[src/rtl/load_store_unit_pkg.sv]
// load_store_unit_pkg: shared states, error codes, funct3 encodings and size helpers for the LSU
package load_store_unit_pkg;
  typedef enum logic [1:0] {S_IDLE, S_REQ, S_WAIT, S_RESP} lsu_state_t;
  typedef enum logic [1:0] {ERR_NONE, ERR_MISALIGNED, ERR_ILLEGAL, ERR_TIMEOUT} lsu_err_t;
  localparam logic [2:0] F3_LB  = 3'b000;
  localparam logic [2:0] F3_LH  = 3'b001;
  localparam logic [2:0] F3_LW  = 3'b010;
  localparam logic [2:0] F3_LD  = 3'b011;
  localparam logic [2:0] F3_LBU = 3'b100;
  localparam logic [2:0] F3_LHU = 3'b101;
  localparam logic [2:0] F3_LWU = 3'b110;
  localparam logic [2:0] F3_SB  = 3'b000;
  localparam logic [2:0] F3_SH  = 3'b001;
  localparam logic [2:0] F3_SW  = 3'b010;
  localparam logic [2:0] F3_SD  = 3'b011;
  localparam logic [7:0] MASK_B = 8'h01;
  localparam logic [7:0] MASK_H = 8'h03;
  localparam logic [7:0] MASK_W = 8'h0F;
  localparam logic [7:0] MASK_D = 8'hFF;
  // byte-lane mask for an access size (funct3[1:0])
  function automatic logic [7:0] size_mask(input logic [1:0] sz);
    return (sz == 2'd0) ? MASK_B : (sz == 2'd1) ? MASK_H : (sz == 2'd2) ? MASK_W : MASK_D;
  endfunction
  // address bits that must be zero for a naturally aligned access of this size
  function automatic logic [2:0] align_bits(input logic [1:0] sz);
    return (sz == 2'd0) ? 3'b000 : (sz == 2'd1) ? 3'b001 : (sz == 2'd2) ? 3'b011 : 3'b111;
  endfunction
endpackage

[src/rtl/load_store_unit_if.sv]
// load_store_unit_if: core request/response and memory bus signals of the LSU
interface load_store_unit_if #(
  parameter int XLEN   = 32,
  parameter int ADDR_W = 32
);
  logic              req_valid;
  logic              req_ready;
  logic              req_we;
  logic [2:0]        req_funct3;
  logic [ADDR_W-1:0] req_addr;
  logic [XLEN-1:0]   req_wdata;
  logic              resp_valid;
  logic [XLEN-1:0]   resp_data;
  logic [1:0]        resp_err;
  logic              mem_req;
  logic              mem_we;
  logic [ADDR_W-1:0] mem_addr;
  logic [XLEN/8-1:0] mem_be;
  logic [XLEN-1:0]   mem_wdata;
  logic              mem_gnt;
  logic              mem_rvalid;
  logic [XLEN-1:0]   mem_rdata;
  modport master (
    output req_valid, req_we, req_funct3, req_addr, req_wdata, mem_gnt, mem_rvalid, mem_rdata,
    input  req_ready, resp_valid, resp_data, resp_err, mem_req, mem_we, mem_addr, mem_be, mem_wdata
  );
  modport slave (
    input  req_valid, req_we, req_funct3, req_addr, req_wdata, mem_gnt, mem_rvalid, mem_rdata,
    output req_ready, resp_valid, resp_data, resp_err, mem_req, mem_we, mem_addr, mem_be, mem_wdata
  );
endinterface

[src/rtl/lsu_load_align.sv]
// lsu_load_align: shifts the addressed lanes of a memory word down and sign/zero-extends them
module lsu_load_align
  import load_store_unit_pkg::*;
#(
  parameter int XLEN = 32
) (
  input  logic [XLEN-1:0]              rdata,
  input  logic [$clog2(XLEN/8)-1:0]    offset,
  input  logic [2:0]                   funct3,
  output logic [XLEN-1:0]              result
);
  logic [XLEN-1:0] sh;
  // bring the addressed byte to lane 0, then extend by access type; LD passes through
  always_comb begin
    sh = rdata >> {offset, 3'b000};
    result = (funct3 == F3_LB)  ? XLEN'($signed(sh[7:0])) :
             (funct3 == F3_LH)  ? XLEN'($signed(sh[15:0])) :
             (funct3 == F3_LW)  ? XLEN'($signed(sh[31:0])) :
             (funct3 == F3_LBU) ? XLEN'(sh[7:0]) :
             (funct3 == F3_LHU) ? XLEN'(sh[15:0]) :
             (funct3 == F3_LWU) ? XLEN'(sh[31:0]) : sh;
  end
endmodule

[src/rtl/load_store_unit.sv]
// load_store_unit: single-outstanding load/store engine with byte lanes, variable latency and timeout
module load_store_unit
  import load_store_unit_pkg::*;
#(
  parameter int XLEN           = 32,
  parameter int ADDR_W         = 32,
  parameter int TIMEOUT_CYCLES = 64
) (
  input  logic             clk,
  input  logic             reset,
  load_store_unit_if.slave bus
);
  localparam int NB = XLEN / 8;
  localparam int OW = $clog2(NB);
  localparam int CW = $clog2(TIMEOUT_CYCLES + 1) + 1;
  localparam int TL = (TIMEOUT_CYCLES > 0) ? TIMEOUT_CYCLES - 1 : 0;
  localparam logic [CW-1:0] TLIM = CW'(TL);
  lsu_state_t        state_q, state_d;
  lsu_err_t          err_q, err_d;
  logic              we_q, we_d;
  logic [2:0]        f3_q, f3_d;
  logic [ADDR_W-1:0] addr_q, addr_d;
  logic [XLEN-1:0]   wdata_q, wdata_d;
  logic [XLEN-1:0]   data_q, data_d;
  logic [CW-1:0]     cnt_q, cnt_d;
  logic [XLEN-1:0]   load_val;
  logic [OW-1:0]     off;
  logic              illegal, misaligned, timed_out;

  assign off = addr_q[OW-1:0];
  assign illegal = (bus.req_funct3 == 3'b111) || (bus.req_we && bus.req_funct3[2]) ||
                   (XLEN == 32 && (bus.req_funct3[1:0] == 2'b11 || bus.req_funct3 == F3_LWU));
  assign misaligned = |(bus.req_addr[2:0] & align_bits(bus.req_funct3[1:0]));
  assign timed_out = (TIMEOUT_CYCLES != 0) && (cnt_q >= TLIM);

  assign bus.req_ready  = state_q == S_IDLE;
  assign bus.resp_valid = state_q == S_RESP;
  assign bus.resp_data  = data_q;
  assign bus.resp_err   = err_q;
  assign bus.mem_req    = state_q == S_REQ;
  assign bus.mem_we     = bus.mem_req & we_q;
  assign bus.mem_addr   = bus.mem_req ? {addr_q[ADDR_W-1:OW], {OW{1'b0}}} : '0;
  assign bus.mem_be     = bus.mem_req ? NB'(size_mask(f3_q[1:0])) << off : '0;
  assign bus.mem_wdata  = bus.mem_req ? wdata_q << {off, 3'b000} : '0;

  lsu_load_align #(.XLEN(XLEN)) u_align (
    .rdata  (bus.mem_rdata),
    .offset (off),
    .funct3 (f3_q),
    .result (load_val)
  );

  // next-state logic; response registers only change on the transition into RESP
  always_comb begin
    state_d = state_q;
    err_d   = err_q;
    we_d    = we_q;
    f3_d    = f3_q;
    addr_d  = addr_q;
    wdata_d = wdata_q;
    data_d  = data_q;
    cnt_d   = (&cnt_q) ? cnt_q : cnt_q + 1'b1;
    case (state_q)
      S_IDLE: begin
        cnt_d = '0;
        if (bus.req_valid) begin
          we_d    = bus.req_we;
          f3_d    = bus.req_funct3;
          addr_d  = bus.req_addr;
          wdata_d = bus.req_wdata;
          state_d = (illegal || misaligned) ? S_RESP : S_REQ;
          if (illegal || misaligned) begin
            err_d  = illegal ? ERR_ILLEGAL : ERR_MISALIGNED;
            data_d = '0;
          end
        end
      end
      S_REQ: begin
        if (bus.mem_gnt) begin
          state_d = we_q ? S_RESP : S_WAIT;
          if (we_q) begin
            err_d  = ERR_NONE;
            data_d = '0;
          end
        end else if (timed_out) begin
          state_d = S_RESP;
          err_d   = ERR_TIMEOUT;
          data_d  = '0;
        end
      end
      S_WAIT: begin
        if (bus.mem_rvalid) begin
          state_d = S_RESP;
          err_d   = ERR_NONE;
          data_d  = load_val;
        end else if (timed_out) begin
          state_d = S_RESP;
          err_d   = ERR_TIMEOUT;
          data_d  = '0;
        end
      end
      S_RESP: state_d = S_IDLE;
    endcase
  end

  // state and request registers, cleared asynchronously
  always_ff @(posedge clk or posedge reset) begin
    if (reset) begin
      state_q <= S_IDLE;
      err_q   <= ERR_NONE;
      we_q    <= 1'b0;
      f3_q    <= '0;
      addr_q  <= '0;
      wdata_q <= '0;
      data_q  <= '0;
      cnt_q   <= '0;
    end else begin
      state_q <= state_d;
      err_q   <= err_d;
      we_q    <= we_d;
      f3_q    <= f3_d;
      addr_q  <= addr_d;
      wdata_q <= wdata_d;
      data_q  <= data_d;
      cnt_q   <= cnt_d;
    end
  end
endmodule
[src/flat_wrapper.sv]
// flat-port wrapper written by rule: the top's interface ports become plain ports
module load_store_unit_flat import load_store_unit_pkg::*;
#(
  parameter int XLEN           = 32,
  parameter int ADDR_W         = 32,
  parameter int TIMEOUT_CYCLES = 64
)
  (clk, reset, bus_req_valid, bus_req_we, bus_req_funct3, bus_req_addr, bus_req_wdata, bus_mem_gnt, bus_mem_rvalid, bus_mem_rdata, bus_req_ready, bus_resp_valid, bus_resp_data, bus_resp_err, bus_mem_req, bus_mem_we, bus_mem_addr, bus_mem_be, bus_mem_wdata);
  load_store_unit_if #(.XLEN(XLEN), .ADDR_W(ADDR_W)) bus_i ();
  input  logic clk;
  input  logic reset;
  input wire logic [$bits(bus_i.req_valid)-1:0] bus_req_valid;
  input wire logic [$bits(bus_i.req_we)-1:0] bus_req_we;
  input wire logic [$bits(bus_i.req_funct3)-1:0] bus_req_funct3;
  input wire logic [$bits(bus_i.req_addr)-1:0] bus_req_addr;
  input wire logic [$bits(bus_i.req_wdata)-1:0] bus_req_wdata;
  input wire logic [$bits(bus_i.mem_gnt)-1:0] bus_mem_gnt;
  input wire logic [$bits(bus_i.mem_rvalid)-1:0] bus_mem_rvalid;
  input wire logic [$bits(bus_i.mem_rdata)-1:0] bus_mem_rdata;
  output wire logic [$bits(bus_i.req_ready)-1:0] bus_req_ready;
  output wire logic [$bits(bus_i.resp_valid)-1:0] bus_resp_valid;
  output wire logic [$bits(bus_i.resp_data)-1:0] bus_resp_data;
  output wire logic [$bits(bus_i.resp_err)-1:0] bus_resp_err;
  output wire logic [$bits(bus_i.mem_req)-1:0] bus_mem_req;
  output wire logic [$bits(bus_i.mem_we)-1:0] bus_mem_we;
  output wire logic [$bits(bus_i.mem_addr)-1:0] bus_mem_addr;
  output wire logic [$bits(bus_i.mem_be)-1:0] bus_mem_be;
  output wire logic [$bits(bus_i.mem_wdata)-1:0] bus_mem_wdata;
  assign bus_i.req_valid = bus_req_valid;
  assign bus_i.req_we = bus_req_we;
  assign bus_i.req_funct3 = bus_req_funct3;
  assign bus_i.req_addr = bus_req_addr;
  assign bus_i.req_wdata = bus_req_wdata;
  assign bus_i.mem_gnt = bus_mem_gnt;
  assign bus_i.mem_rvalid = bus_mem_rvalid;
  assign bus_i.mem_rdata = bus_mem_rdata;
  assign bus_req_ready = bus_i.req_ready;
  assign bus_resp_valid = bus_i.resp_valid;
  assign bus_resp_data = bus_i.resp_data;
  assign bus_resp_err = bus_i.resp_err;
  assign bus_mem_req = bus_i.mem_req;
  assign bus_mem_we = bus_i.mem_we;
  assign bus_mem_addr = bus_i.mem_addr;
  assign bus_mem_be = bus_i.mem_be;
  assign bus_mem_wdata = bus_i.mem_wdata;
  load_store_unit #(.XLEN(XLEN), .ADDR_W(ADDR_W), .TIMEOUT_CYCLES(TIMEOUT_CYCLES)) u_core (.clk(clk), .reset(reset), .bus(bus_i));
endmodule
[config.mk]
export PLATFORM = sky130hd
export DESIGN_NAME = load_store_unit_flat
export DESIGN_NICKNAME = d
export VERILOG_FILES = /design/src/rtl/load_store_unit_pkg.sv /design/src/rtl/load_store_unit_if.sv /design/src/rtl/lsu_load_align.sv /design/src/rtl/load_store_unit.sv /design/src/flat_wrapper.sv
export SDC_FILE = /design/constraint.sdc
export NUM_CORES = 1
export LEC_CHECK = 0
export CELL_PAD_IN_SITES_DETAIL_PLACEMENT = 0
export CELL_PAD_IN_SITES_GLOBAL_PLACEMENT = 1
export CORE_UTILIZATION = 35
export CTS_BUF_LIST = sky130_fd_sc_hd__clkbuf_8 sky130_fd_sc_hd__clkbuf_16
export DETAILED_ROUTE_END_ITERATION = 16
export GPL_ROUTABILITY_DRIVEN = 0
export PLACE_DENSITY = 0.91
export SETUP_SLACK_MARGIN = 0.5
export SLEW_MARGIN = 10
export SYNTH_ARGS = -nofsm -noshare
export SYNTH_HDL_FRONTEND = slang
export SYNTH_SLANG_ARGS = --single-unit
[constraint.sdc]
create_clock -name clk -period 4.8 [get_ports clk]
set_clock_uncertainty 0.05 [all_clocks]
set_input_delay 0.48 -clock clk [delete_from_list [all_inputs] [get_ports clk]]
set_output_delay 0.48 -clock clk [all_outputs]
set_load 0.02 [all_outputs]
# Word-level counts from Yosys, hierarchy flattened
# Index checks and enable logic that the tools add are counted.
[classes] shifts=3 bitwise=2 reduce_logical=14 add_sub_neg=1 order_cmp=1 mux=37 n_eq_ne=17
[op_table] operator="two-way mux 32 bit" count=13
[op_table] operator="case mux 32 bit (3 select lines)" count=1
[op_table] operator="<< shifter 32 x 5 -> 32 bit" count=1
[op_table] operator="right shift 32 x 5 -> 32 bit" count=1
[op_table] operator="two-way mux 2 bit" count=12
[op_table] operator="two-way mux 8 bit" count=2
[op_table] operator="equality test 3 bit, second input constant" count=4
[op_table] operator="two-way mux 4 bit" count=3
[op_table] operator="two-way mux 3 bit" count=3
[op_table] operator="adder 8 x 1 -> 8 bit, second input constant" count=1
[op_table] operator="equality test 2 bit, second input constant" count=4
[op_table] operator=">= comparator 8 x 6 -> 1 bit, second input constant" count=1
[op_table] operator="case mux 2 bit (4 select lines)" count=1
[op_table] operator="AND reduction 8 bit" count=1
[op_table] operator="equality test 2 x 1 -> 1 bit, second input constant" count=3
[op_table] operator="zero test 2 bit" count=3
[op_table] operator="case mux 2 bit (3 select lines)" count=1
[op_table] operator="logical OR 1 bit" count=4
[op_table] operator="inequality test 2 bit, second input constant" count=2
[op_table] operator="AND reduction 4 bit" count=1
[op_table] operator="<< shifter 4 x 2 -> 4 bit" count=1
[op_table] operator="AND 3 bit" count=1
[op_table] operator="equality test 3 x 1 -> 1 bit, second input constant" count=1
[op_table] operator="equality test 3 x 2 -> 1 bit, second input constant" count=1
[op_table] operator="other kinds (9)" count=9
[totals] register_bits=112 out_inout_bits=106 in_bits=105 elab_cells=83

# Depth between registers and ports, before layout
[depth] depth_word=10 mapped_depth=9 ltp_nobuf=7

# Modules after synthesis
# Synthesis repeated with hierarchy kept, for this count alone.
[hier_totals] hier_cells=556 area_unflattened_um2=6110.9
[by_module_without_submodules] mod="load_store_unit" instances=1 cells_each=441 area_per_inst_um2=5341.4 seq_area_each_um2=2802.7
[by_module_without_submodules] mod="lsu_load_align" instances=1 cells_each=115 area_per_inst_um2=769.5 seq_area_each_um2=0.0

# Least setup slack after synthesis
# Ideal clock, no wire load.
[synth_path] path_type="register -> output" start="register u_core.state_q[1]" end="output port bus_mem_wdata[0]" slack_ns=2.224 arrival_ns=2.046 t_required_ns=4.270 path_stages_with_launch=8 path_buffers=2 cell_sequence="dfrtp_1 > inv_1 > ha_1 > clkbuf_1 > nand2b_1 > clkbuf_1 > nor2_1 > and2_1"
[synth_via] elab_chain_len=2
[synth_rtl] item="start, declared" line="load_store_unit.sv:18" source="lsu_state_t state_q, state_d;"
[synth_rtl] item="start signal, assigned" line="load_store_unit.sv:118" source="state_q <= state_d;"
[synth_rtl] item="equality test 2 x 1 -> 1 bit" line="load_store_unit.sv:40" source="assign bus.mem_req = state_q == S_REQ;"
[synth_rtl] item="net bus_mem_req" line="flat_wrapper.sv:24" source="output wire logic [$bits(bus_i.mem_req)-1:0] bus_mem_req;"
[synth_rtl] item="two-way mux 32 bit" line="load_store_unit.sv:44" source="assign bus.mem_wdata = bus.mem_req ? wdata_q << {off, 3'b000} : '0;"
[synth_rtl] item="end, declared" line="flat_wrapper.sv:28" source="output wire logic [$bits(bus_i.mem_wdata)-1:0] bus_mem_wdata;"
# The timed path passes the listed nets, and every way through them passes these cells.

# Worst setup path after layout
[layout_path] start="register u_core.state_q[1]" end="output port bus_mem_wdata[2]"
[layout_via] elab_chain_len=2
[layout_rtl] item="equality test 2 x 1 -> 1 bit" line="load_store_unit.sv:40"
[layout_rtl] item="two-way mux 32 bit" line="load_store_unit.sv:44"
# No other way between the ends.

==> run_results.csv <==
group,metric,value,unit
global_route,grt_overflow,0,
floorplanning,rows,47,
yosys,async_flop_share,1.00,
clock_network,tritoncts,"done",
clock_network,htreeDepth,3,
min_path,hold_path_class,"flop to flop",
yosys,synth_edf_count,0,
yosys,ys_top_cells_by_area,"dfrtp_1, mux2_2, and2_1",
setup_path,crit_family,"simple AND/OR/NAND/NOR gates",
setup_path,crit_path_end_kind,"output pin",
global_route,grt_max_degree,70,
setup_path,crit_fanout,10,
setup_path,cp_slowest_cell,"nor2_1",
timing,rsz0062_at_grt,"false",
final_layout,antenna_cells,0,
clock_network,path_clk_slew,0.08,ns
clock_network,clockBufferDepth,2,
clock_network,post_cts_buffers,0,
power,power_leakage,3.54,nW
yosys,synth_top_family_by_area,"multiplexers",
routing,drt_wl_total,16900,um
final_layout,layout_common_cells,"clkdlybuf4s50_1, dfrtp_1, mux2_2, and2_1, nand2_1",
place,port_buffers,208,
floorplanning,initial_core_util,0.360,
final_layout,synthToLayoutAreaGrowth,41.5,%
routing,drtAntennaViolNets,0,
clock_network,cts_inserted_buffers,9,
setup_path,r2r_cells,7,
timing,fin_tns_setup,0,ns
timing,setup_viol,0,
clock_network,ctsResizeCount,0,
final_layout,fin_nets,831,
timing,min_period_over_period,0.708,
global_route,grt_first_pass_wirelength,27400,um
setup_path,path_cells,"inv_1 > ha_2 > nand2b_1 > nor2_1 > and2_1 > clkdlybuf4s50_1",
clock_network,hold_buffers,0,
timing,finalMaxSlewViolations,0,
power,power.total,5.17,mW
routing,via_per_inst,5.21,
min_path,hold_depth,1,
yosys,syn_inst,537,
floorplanning,die-area,0.0176,mm2
routing,post_drt_wl_per_cell,17.9,um
yosys,netlist_area,0.00597,mm2
clock_network,clock_latency,0.35,ns
power,power.density,612,mW/mm2
yosys,synth-adder-area-share,0.0105,
final_layout,drive_gt1_frac,0.163,
floorplanning,ioPinCount,211,
floorplanning,die_h,133,um
setup_path,r2r-start,"u_core.state_q[0]$_DFFE_PP0N_",
clock_network,cts-root-buf,"clkbuf_16",
global_route,antenna_found_initial,0,
floorplanning,die_w,133,um
outcome,status,"completed",
timing,relSlewSlack,0.218,
yosys,synthMuxAreaShare,0.206,
min_path,min_to,"u_core.bus.resp_data[7]$_DFFE_PP0P_",
final_layout,final_common_cell,"clkdlybuf4s50_1",
timing,hold_viol,0,
power,max-vdd-ir-drop,0.000283,V
yosys,yosysTopAreaCellShare,0.470,
place,detailed_place_hpwl,12200,um
yosys,synth_cell_types,47,
yosys,synth_compound_area_frac,0.133,
clock_network,clock-sinks,112,
timing,min_period,3.40,ns
setup_path,start_kind,"flop",
setup_path,cp.required,4.27,ns
yosys,synth_area_per_cell,11.1,um2
yosys,synth_top_area_cell,"dfrtp_1",
timing,max_freq,294,MHz
setup_path,path_class,"flop to output pin",
yosys,synth-seq-cells,112,
yosys,ys_seq_area_frac,0.470,
global_route,grt_util_all_layers,0.196,
setup_path,worstPathArrival,2.87,ns
timing,tightestPinTransition,1.17,ns
yosys,ys.flop_type,"dfrtp_1",
min_path,min-delay-start,"u_core.bus.resp_data[7]$_DFFE_PP0P_",
setup_path,r2r_end,"u_core.bus.resp_data[3]$_DFFE_PP0P_",
setup_path,reg2reg_setup_slack,1.71,ns
yosys,synth-simple-area-share,0.135,
run,drv_cap,0,
routing,drc,0,
setup_path,path_buf_inv,2,
routing,drt-initial-drc-count,244,
global_route,grt_pass1_vias,5287,
yosys,synth_xor_area_frac,0.00440,
routing,vias,4932,
setup_path,worst_path_largest_cell_delay,0.65,ns
floorplanning,core_area,0.0166,mm2
yosys,synth.yosys.warnings,0,
routing,dr.pass1.iters,4,
## metrics by stage
step / instances / setup slack (ns) / hold slack (ns) / utilization / cell area [um2]
2_1_floorplan: 538 / 1.31 / 0.421 / - / 5970
3_3_place_gp: 930 / 1.81 / 0.428 / 0.492 / 8160
3_5_place_dp: 930 / 1.68 / 0.429 / 0.492 / 8160
4_1_cts: 946 / 1.32 / 0.453 / 0.509 / 8440
5_1_grt: 946 / 1.17 / 0.461 / 0.509 / 8440
6_report: 946 / 1.40 / 0.448 / 0.509 / 8440
## worst reg2reg max path, cell delays in order (launching register included)
cell      delay, ns
dfrtp_1        0.43
inv_1          0.09
ha_1           0.41
nor2b_1        0.24
a211oi_1       0.25
and2_1         0.28
nand2_1        0.71
a32o_1         0.52
## area by class of cell
type	instances	area, um2
Inverter	5	21.3
Clock inverter	7	53.8
Clock buffer	9	225
Timing Repair Buffer	214	2130
Fill cell	1459	8140
Multi-Input combinational cell	379	2930
Tap cell	220	275
Sequential cell	112	2810
## how the worst max path moves through the flow
| stage | startpoint | to | cells after the start |
|---|---|---|---|
| 2_1_floorplan | reset | u_core.addr_q[0]$_DFFE_PP0P_ | 1 |
| 3_3_place_gp | u_core.state_q[1]$_DFFE_PP0N_ | bus_mem_wdata[6] | 6 |
| 3_5_place_dp | u_core.state_q[1]$_DFFE_PP0N_ | bus_mem_wdata[2] | 6 |
| 4_1_cts | u_core.state_q[1]$_DFFE_PP0N_ | bus_mem_wdata[2] | 6 |
| 5_1_grt | u_core.state_q[1]$_DFFE_PP0N_ | bus_mem_wdata[7] | 6 |
| 6_report | u_core.state_q[1]$_DFFE_PP0N_ | bus_mem_wdata[2] | 6 |
## power by group
group          leakage [nW]  internal (mW)  switching [mW]
clock                 0.134          0.358           0.373
combinational          2.01           1.34            1.43
sequential             1.40           1.35           0.313
total                  3.54           3.05            2.11
## metal layers
layer	part of all wire	vias up	track usage
met4	0.020	0	0.0626
met1	0.43	2455	0.239
met3	0.063	21	0.0506
met5	0	-	0
met2	0.49	181	0.338
li1	-	2275	-
## state kept, by name, summed over array words and instances (netlist names)
name                  flops
u_core.state_q            2
u_core.bus.resp_err       2
u_core.cnt_q              8
u_core.f3_q               3
u_core.wdata_q           32
u_core.bus.resp_data     32
u_core.we_q               1
u_core.addr_q            32
## synth_stat cells (5+ instances only)
cell type and number:
inv_1 5, a211o_1 7, and2_1 49, nor3_1 8
nor2b_1 8, o211a_1 8, o2bb2ai_1 15, nand3b_1 5
buf_1 6, o21ai_0 20, mux2_2 85, a21oi_1 26
buf_2 12, a22o_1 8, mux2i_1 27, nand2_1 33
a32o_1 7, clkbuf_1 14, dfrtp_1 112, nor2_1 25
ha_1 5, buf_4 7
## kinds of logic (layout without fill, tap and decap cells)
| logic type | Yosys count | after routing |
|---|---|---|
| flops | 112 | 112 |
| mux | 112 | 112 |
| simple gates | 151 | 151 |
| buf+inv | 47 | 235 |
| xor+xnor | 3 | 3 |
| compound gates | 106 | 106 |
| other cells | 1 | 2 |
| fa+ha+maj | 5 | 5 |
Note: power is estimated with default switching activity, not from simulation.
==> RTL change 1, RTL diff (same flow settings) <==
`XLEN` is set to 32 in 4 places; all go to 64.
--- a/src/rtl/load_store_unit_if.sv
+++ b/src/rtl/load_store_unit_if.sv
@@ -1,6 +1,6 @@
 // load_store_unit_if: core request/response and memory bus signals of the LSU
 interface load_store_unit_if #(
-  parameter int XLEN   = 32,
+  parameter int XLEN   = 64,
   parameter int ADDR_W = 32
 );
   logic              req_valid;
--- a/src/rtl/lsu_load_align.sv
+++ b/src/rtl/lsu_load_align.sv
@@ -2,7 +2,7 @@
 module lsu_load_align
   import load_store_unit_pkg::*;
 #(
-  parameter int XLEN = 32
+  parameter int XLEN = 64
 ) (
   input  logic [XLEN-1:0]              rdata,
   input  logic [$clog2(XLEN/8)-1:0]    offset,
--- a/src/rtl/load_store_unit.sv
+++ b/src/rtl/load_store_unit.sv
@@ -2,7 +2,7 @@
 module load_store_unit
   import load_store_unit_pkg::*;
 #(
-  parameter int XLEN           = 32,
+  parameter int XLEN           = 64,
   parameter int ADDR_W         = 32,
   parameter int TIMEOUT_CYCLES = 64
 ) (
--- a/src/flat_wrapper.sv
+++ b/src/flat_wrapper.sv
@@ -1,7 +1,7 @@
 // flat-port wrapper written by rule: the top's interface ports become plain ports
 module load_store_unit_flat import load_store_unit_pkg::*;
 #(
-  parameter int XLEN           = 32,
+  parameter int XLEN           = 64,
   parameter int ADDR_W         = 32,
   parameter int TIMEOUT_CYCLES = 64
 )
Interface: changed (5 resized); port bits go from 211 to 343. The function was not compared with the original's and may differ.
==> RTL change 1 against the unedited design <==
  * Area after synthesis rose by 93%
  * Wire length increased to 2.5 times the old value
  * Cell area increased by 88%
  * Register-to-register slack got worse by 0.34 ns
  * Sequential power is 69% higher
  * Setup slack worse by 0.38 ns
  * Sequential cell count up 64
  * Power rose by 110%
==> RTL change 1: results (changes against the unedited design) <==
Parameter                              Value

Placed design
  Number of input and output port buffers inserted    339 (+63%)
  Setup slack at placement    1.49 ns (-0.191 ns)
  Placed instance area    15,200 µm² (+87%)
  Post-Place Cells    1,820 (+96%)
  Post-DP HPWL    31,200 µm (+160%)

Detailed routing
  Met1 Wirelength    16,200 µm (+130%)
  First-pass iteration count of the detailed router    5 (+1)
  Post-Route WL    42,700 µm (+150%)
  Number of violations reported at the end of detailed-routing iteration 0    937 (+280%)
  Length of routed met2 wiring    21,100 µm (+150%)
  Highest signal layer in the routed design    met5
  Routed met3 length    3920 µm (+270%)
  Routed wire per std cell    23.0 µm (+29%)
  Via density per instance    5.70 (+9.3%)

Logic synthesis
  Complex-gate fraction of the synthesized area    0.153 (+0.0198)
  Share of the synthesized netlist area taken by xor and xnor gates    0.00228 (-0.00212)
  Post-synthesis sequential area ratio    0.382 (-0.0876)
  Post-Syn Area per Cell    10.3 µm² (-6.9%)
  Top cells by area, synth    dfrtp_1, mux2_2, mux4_2, mux2i_1, o21ai_0
  Distinct cells, synth    61 (+30%)
  Post-synthesis adder-cell area fraction    0.00543 (-0.00506)

Global routing
  Met3 routing resource usage after global routing    0.0707 (+0.0201)
  Maximum number of pins on one net before global-route repair    136 (+94%)
  Initial antenna violation count    1 (+1)
  GR Util All Layers    0.251 (+0.0545)
  M1 GR Usage    0.294 (+0.0552)
  Wire length of the first global-routing pass    63,300 µm (+130%)
  Met2 usage in global routing    0.430 (+0.0927)

Pwr
  Power share of the combinational group    0.615 (+0.079)
  Reported clock group power    1470 µW (+100%)
  PwrDens    699 nW/µm² (+14%)
  Leak Pwr    0.00644 µW (+82%)
  Maximum resistive drop on vdd    443 µV (+57%)
  Switching share of total power    0.461 (+0.0522)

Clocking
  TritonCTS Buffers    17 (+8)
  H-Tree Level Count    4 (+1)
  Insertion delay of the later-clocked pin in the worst-skew pair    0.46 ns (+0.11 ns)

Worst setup path
  Delay of the slowest cell on the worst path    0.63 ns (-0.02 ns)
  Worst EP arrival    3.25 ns (+0.38 ns)
  Worst reg2reg endpoint    u_core.bus.resp_data[33]
  Crit-path leading delay family    buffers and inverters
  Standard cell with the maximum stage delay on the critical path    clkdlybuf4s50_1
  Worst R2R Setup Slack    1.37 ns (-0.34 ns)
  Largest fanout on the critical path    135 (+125)
  CP endpoint    bus_mem_wdata[56]
  Worst setup path startpoint    u_core.addr_q[0]

STA
  Least-Margin Pin Slew    1.25 ns (+0.0787 ns)
  Fin crit period    3.78 ns (+0.380 ns)

Outcome
  Status    finished, final reports clean

Final layout
  Final net count    1,571 (+89%)
  # fillers    2,963 (+100%)
[RTL change 1: cell count changes after synthesis, moves of 39 or more]
cell	before	now
dfrtp_1	112	176
nor2_1	25	89
mux2i_1	27	84
mux4_2	0	54
nand2_1	33	85
o21ai_0	20	67
a21oi_1	26	65
[RTL change 1: worst min-delay path by stage]
| stage | depth (start not counted) | from | endpoint | slack, ns |
|---|---|---|---|---|
| final | 2 | u_core.bus.resp_data[5] | u_core.bus.resp_data[5] | 0.44 |
| after global routing | 2 | u_core.bus.resp_data[3] | u_core.bus.resp_data[3] | 0.45 |
| after CTS | 2 | u_core.bus.resp_data[3] | u_core.bus.resp_data[3] | 0.44 |
| after detailed placement | 2 | u_core.bus.resp_data[48] | u_core.bus.resp_data[48] | 0.42 |
| after global placement | 2 | u_core.bus.resp_data[2] | u_core.bus.resp_data[2] | 0.41 |
| after floorplan | 1 | u_core.addr_q[10] | u_core.addr_q[10] | 0.42 |
[RTL change 1: layout make-up]
type,count,area share
Timing Repair Buffer,358,0.225
Inverter,19,0.00474
Multi-Input combinational cell,825,0.419
Tap cell,442,0.0349
Clock inverter,14,0.0104
Sequential cell,176,0.278
Clock buffer,18,0.0277
[RTL change 1: worst reg2reg max path, cell delays in order, from the launching register on]
cell and delay, ns:
dfrtp_1 0.42, inv_1 0.09, ha_1 0.42, nor2b_1 0.24, a311oi_1 0.44, o211a_1 0.64
o21a_1 0.78, a221o_1 0.27
[RTL change 1: logic make-up (layout without fill, tap and decap cells)]
kind of cell / count (synthesis) / after routing
fa+ha+maj: 5 / 5
compound gates: 266 / 266
mux: 257 / 257
buf+inv: 115 / 409
xor+xnor: 3 / 3
other cells: 1 / 3
simple gates: 291 / 291
flops: 176 / 176
==> RTL change 2, RTL diff (config.mk and constraints unchanged) <==
Made on the original files. `addr_q` no longer has a reset.
--- a/src/rtl/load_store_unit.sv
+++ b/src/rtl/load_store_unit.sv
@@ -110,7 +110,6 @@
       err_q   <= ERR_NONE;
       we_q    <= 1'b0;
       f3_q    <= '0;
-      addr_q  <= '0;
       wdata_q <= '0;
       data_q  <= '0;
       cnt_q   <= '0;
@@ -119,10 +118,13 @@
       err_q   <= err_d;
       we_q    <= we_d;
       f3_q    <= f3_d;
-      addr_q  <= addr_d;
       wdata_q <= wdata_d;
       data_q  <= data_d;
       cnt_q   <= cnt_d;
     end
   end
+
+  always_ff @(posedge clk) begin
+    addr_q <= addr_d;
+  end
 endmodule
Check against the original RTL: no difference found for any inputs over 4 cycles, from zero or initial values and one cycle with reset high; that may be too few to reach the edited logic, so the function may still have changed.
==> RTL change 2 against the unedited design <==
  * Fmax decreased by 11%
  * Power shrank 15%
  * Die area shrank 3.6%
  * Combinational power fell by 25%
  * Worst hold slack worse by 0.019 ns
  * Largest cell class is now flip-flops and latches
  * Critical path depth increased by 1
  * Synthesized cell count shrank 4.7%
  * Sequential cell count unchanged
  * Setup slack lost 0.41 ns
  * Global-route usage rose by 0.41 points
  * Area after synthesis shrank 3.7%
  * Wire length decreased by 2.1%
  * Count of clock-buffer cells in the layout did not move
  * Cell area fell by 1.7%
==> RTL change 2: results (changes against the unedited design) <==
Parameter                              Value

Outcome
  Status    finished, final reports clean

Clocking
  H-Tree Level Count    3 (unchanged)
  Number of gates resized after cts    0 (unchanged)
  Clock slew at the register clock pins of the worst setup and hold paths    roughly 0.070 ns
  TritonCTS Buffers    9 (unchanged)
  Insertion delay of the later-clocked pin in the worst-skew pair    0.34 ns
  Buffer levels on the longest clock path    2 (unchanged)
  Clock root buffer    clkbuf_16

Detailed routing
  Length of routed met2 wiring    8390 µm (+0.89%)
  Number of violations reported at the end of detailed-routing iteration 0    205 (-16%)
  First-pass iteration count of the detailed router    4 (unchanged)
  Routed wire per std cell    17.8 µm (-0.35%)
  Via density per instance    5.10 (-2.1%)
  Routed met3 length    1010 µm (-5.4%)
  Highest signal layer in the routed design    met4
  Met1 Wirelength    6900 µm (-4.3%)

Worst setup path
  Worst R2R Setup Slack    1.74 ns (+0.03 ns)
  Worst EP arrival    3.28 ns (+0.41 ns)
  Largest fanout on the critical path    38 (+28)
  Standard cell with the maximum stage delay on the critical path    ha_1
  Crit-path leading delay family    buffers and inverters
  FF-to-FF path depth    6 (-1)
  Delay of the slowest cell on the worst path    0.86 ns (+0.21 ns)
  Worst reg2reg endpoint    u_core.bus.resp_data[12]
  R2R Path Start    u_core.state_q[1]

Logic synthesis
  FFs w/ async S/R, synth    0.714 (-0.286)
  Post-synthesis sequential area ratio    0.516 (+0.0458)
  Warnings from Yosys    0 (unchanged)
  Cell types with the highest counts after synthesis    dfrtp_1, nor2_1, mux2_2
  Distinct cells, synth    49 (+4.3%)
  Top cells by area, synth    dfrtp_1, edfxtp_1, mux2_2, mux2i_1, and2_1
  Post-synth EDFFs    32 (+32)

Final layout
  Final net count    818 (-1.6%)
  Share of final-layout standard cells stronger than drive strength 1    0.108 (-0.0545)
  Antenna cells    0 (unchanged)

Pwr
  Internal Dissipation    2680 µW (-12%)
  Leak Pwr    0.00327 µW (-7.7%)
  Maximum resistive drop on vdd    222 µV (-22%)

Placed design
  Number of input and output port buffers inserted    208 (unchanged)
  Post-DP HPWL    12,200 µm (about the same)

STA
  Relative max-transition margin    0.259 (+0.0411)
  Max-slew violations    0 (unchanged)

Global routing
  Wire length of the first global-routing pass    26,000 µm (-4.9%)
  Maximum number of pins on one net before global-route repair    53 (-24%)
  Via count of the first global-routing pass    5,056 (-4.4%)
  Initial antenna violation count    0 (unchanged)
  GR Util All Layers    0.200 (+0.00414)

Hold path
  Hold Path Class    input port to async pin
-- RTL change 2: cell types whose count changed in the layout (fill, tap and decap cells not counted), sizes merged, moves of 7 or more --
cell	delta
o32ai	+8
nor2	+20
and2	-10
o2bb2ai	-9
mux2	-42
a211oi	+15
o211a	-8
a22o	+16
a32o	-7
nand2	-19
inv	+10
dfrtp	-32
edfxtp	+32
-- RTL change 2: routing by layer --
metal / vias up / global-route usage
met1: 2308 / 0.243
met4: 0 / 0.0650
li1: 2259 / -
met2: 156 / 0.349
met5: - / 0
met3: 18 / 0.0472
-- RTL change 2: worst max-delay path by stage --
| stage | from | to | slack, ns | cells after the start |
|---|---|---|---|---|
| after floorplan | u_core.state_q[1] | bus_mem_wdata[0] | 2.18 | 7 |
| after global placement | u_core.state_q[1] | bus_mem_wdata[0] | 1.45 | 7 |
| after detailed placement | u_core.state_q[1] | bus_mem_wdata[0] | 1.29 | 7 |
| after CTS | u_core.state_q[1] | bus_mem_wdata[0] | 0.90 | 7 |
| after global routing | u_core.state_q[1] | bus_mem_wdata[6] | 0.67 | 7 |
| final | u_core.state_q[1] | bus_mem_wdata[0] | 0.99 | 7 |
-- RTL change 2: logic make-up after synthesis --
family | count (synthesis) | share of synthesized area
other | 1 | 0.000653
xor gates and xnor gates | 4 | 0.00610
buffers and inverters | 49 | 0.0388
DFF | 112 | 0.516
AOI/OAI and AO/OA | 129 | 0.159
muxes | 77 | 0.146
adders and majority gates | 5 | 0.0109
and+or+nand+nor | 135 | 0.123
-- RTL change 2: worst register-to-register path: cells and delay by family, from the launching register on --
kind                     cells  cell delay [ns]
buffers and inverters        2             0.50
adder cells (fa/ha/maj)      1             0.86
AO/OA/AOI/OAI                3             1.16
flip-flops                   1             0.42
-- RTL change 2: metrics by stage --
step	cells	hold slack (ns)	total power, µW	worst slack, ns	cell area [µm²]
after detailed placement	913	0.442	3690	1.29	8010
final	929	0.429	4410	0.991	8290
after floorplan	513	0.421	2860	2.18	5750
after global routing	929	0.474	4690	0.674	8290
after CTS	929	0.442	4450	0.905	8290
after global placement	913	0.431	3620	1.45	8010
-- RTL change 2: cell type report --
cell class	count	area [µm²]
fillers	1439	7650
flip-flops and latches	112	2960
multi-input cells	352	2560
repair buffers	216	2140
well taps	216	270
clock buffers	9	225
inverters	17	65.1
clock inverters	7	63.8
-- RTL change 2: power by group through the flow --
stage	clock (µW)	combinational (µW)	sequential (µW)
after global routing	809	2260	1620
final	749	2080	1580
after detailed placement	0	2090	1600
after CTS	768	2100	1580
after floorplan	0	1280	1590
after global placement	0	2040	1580
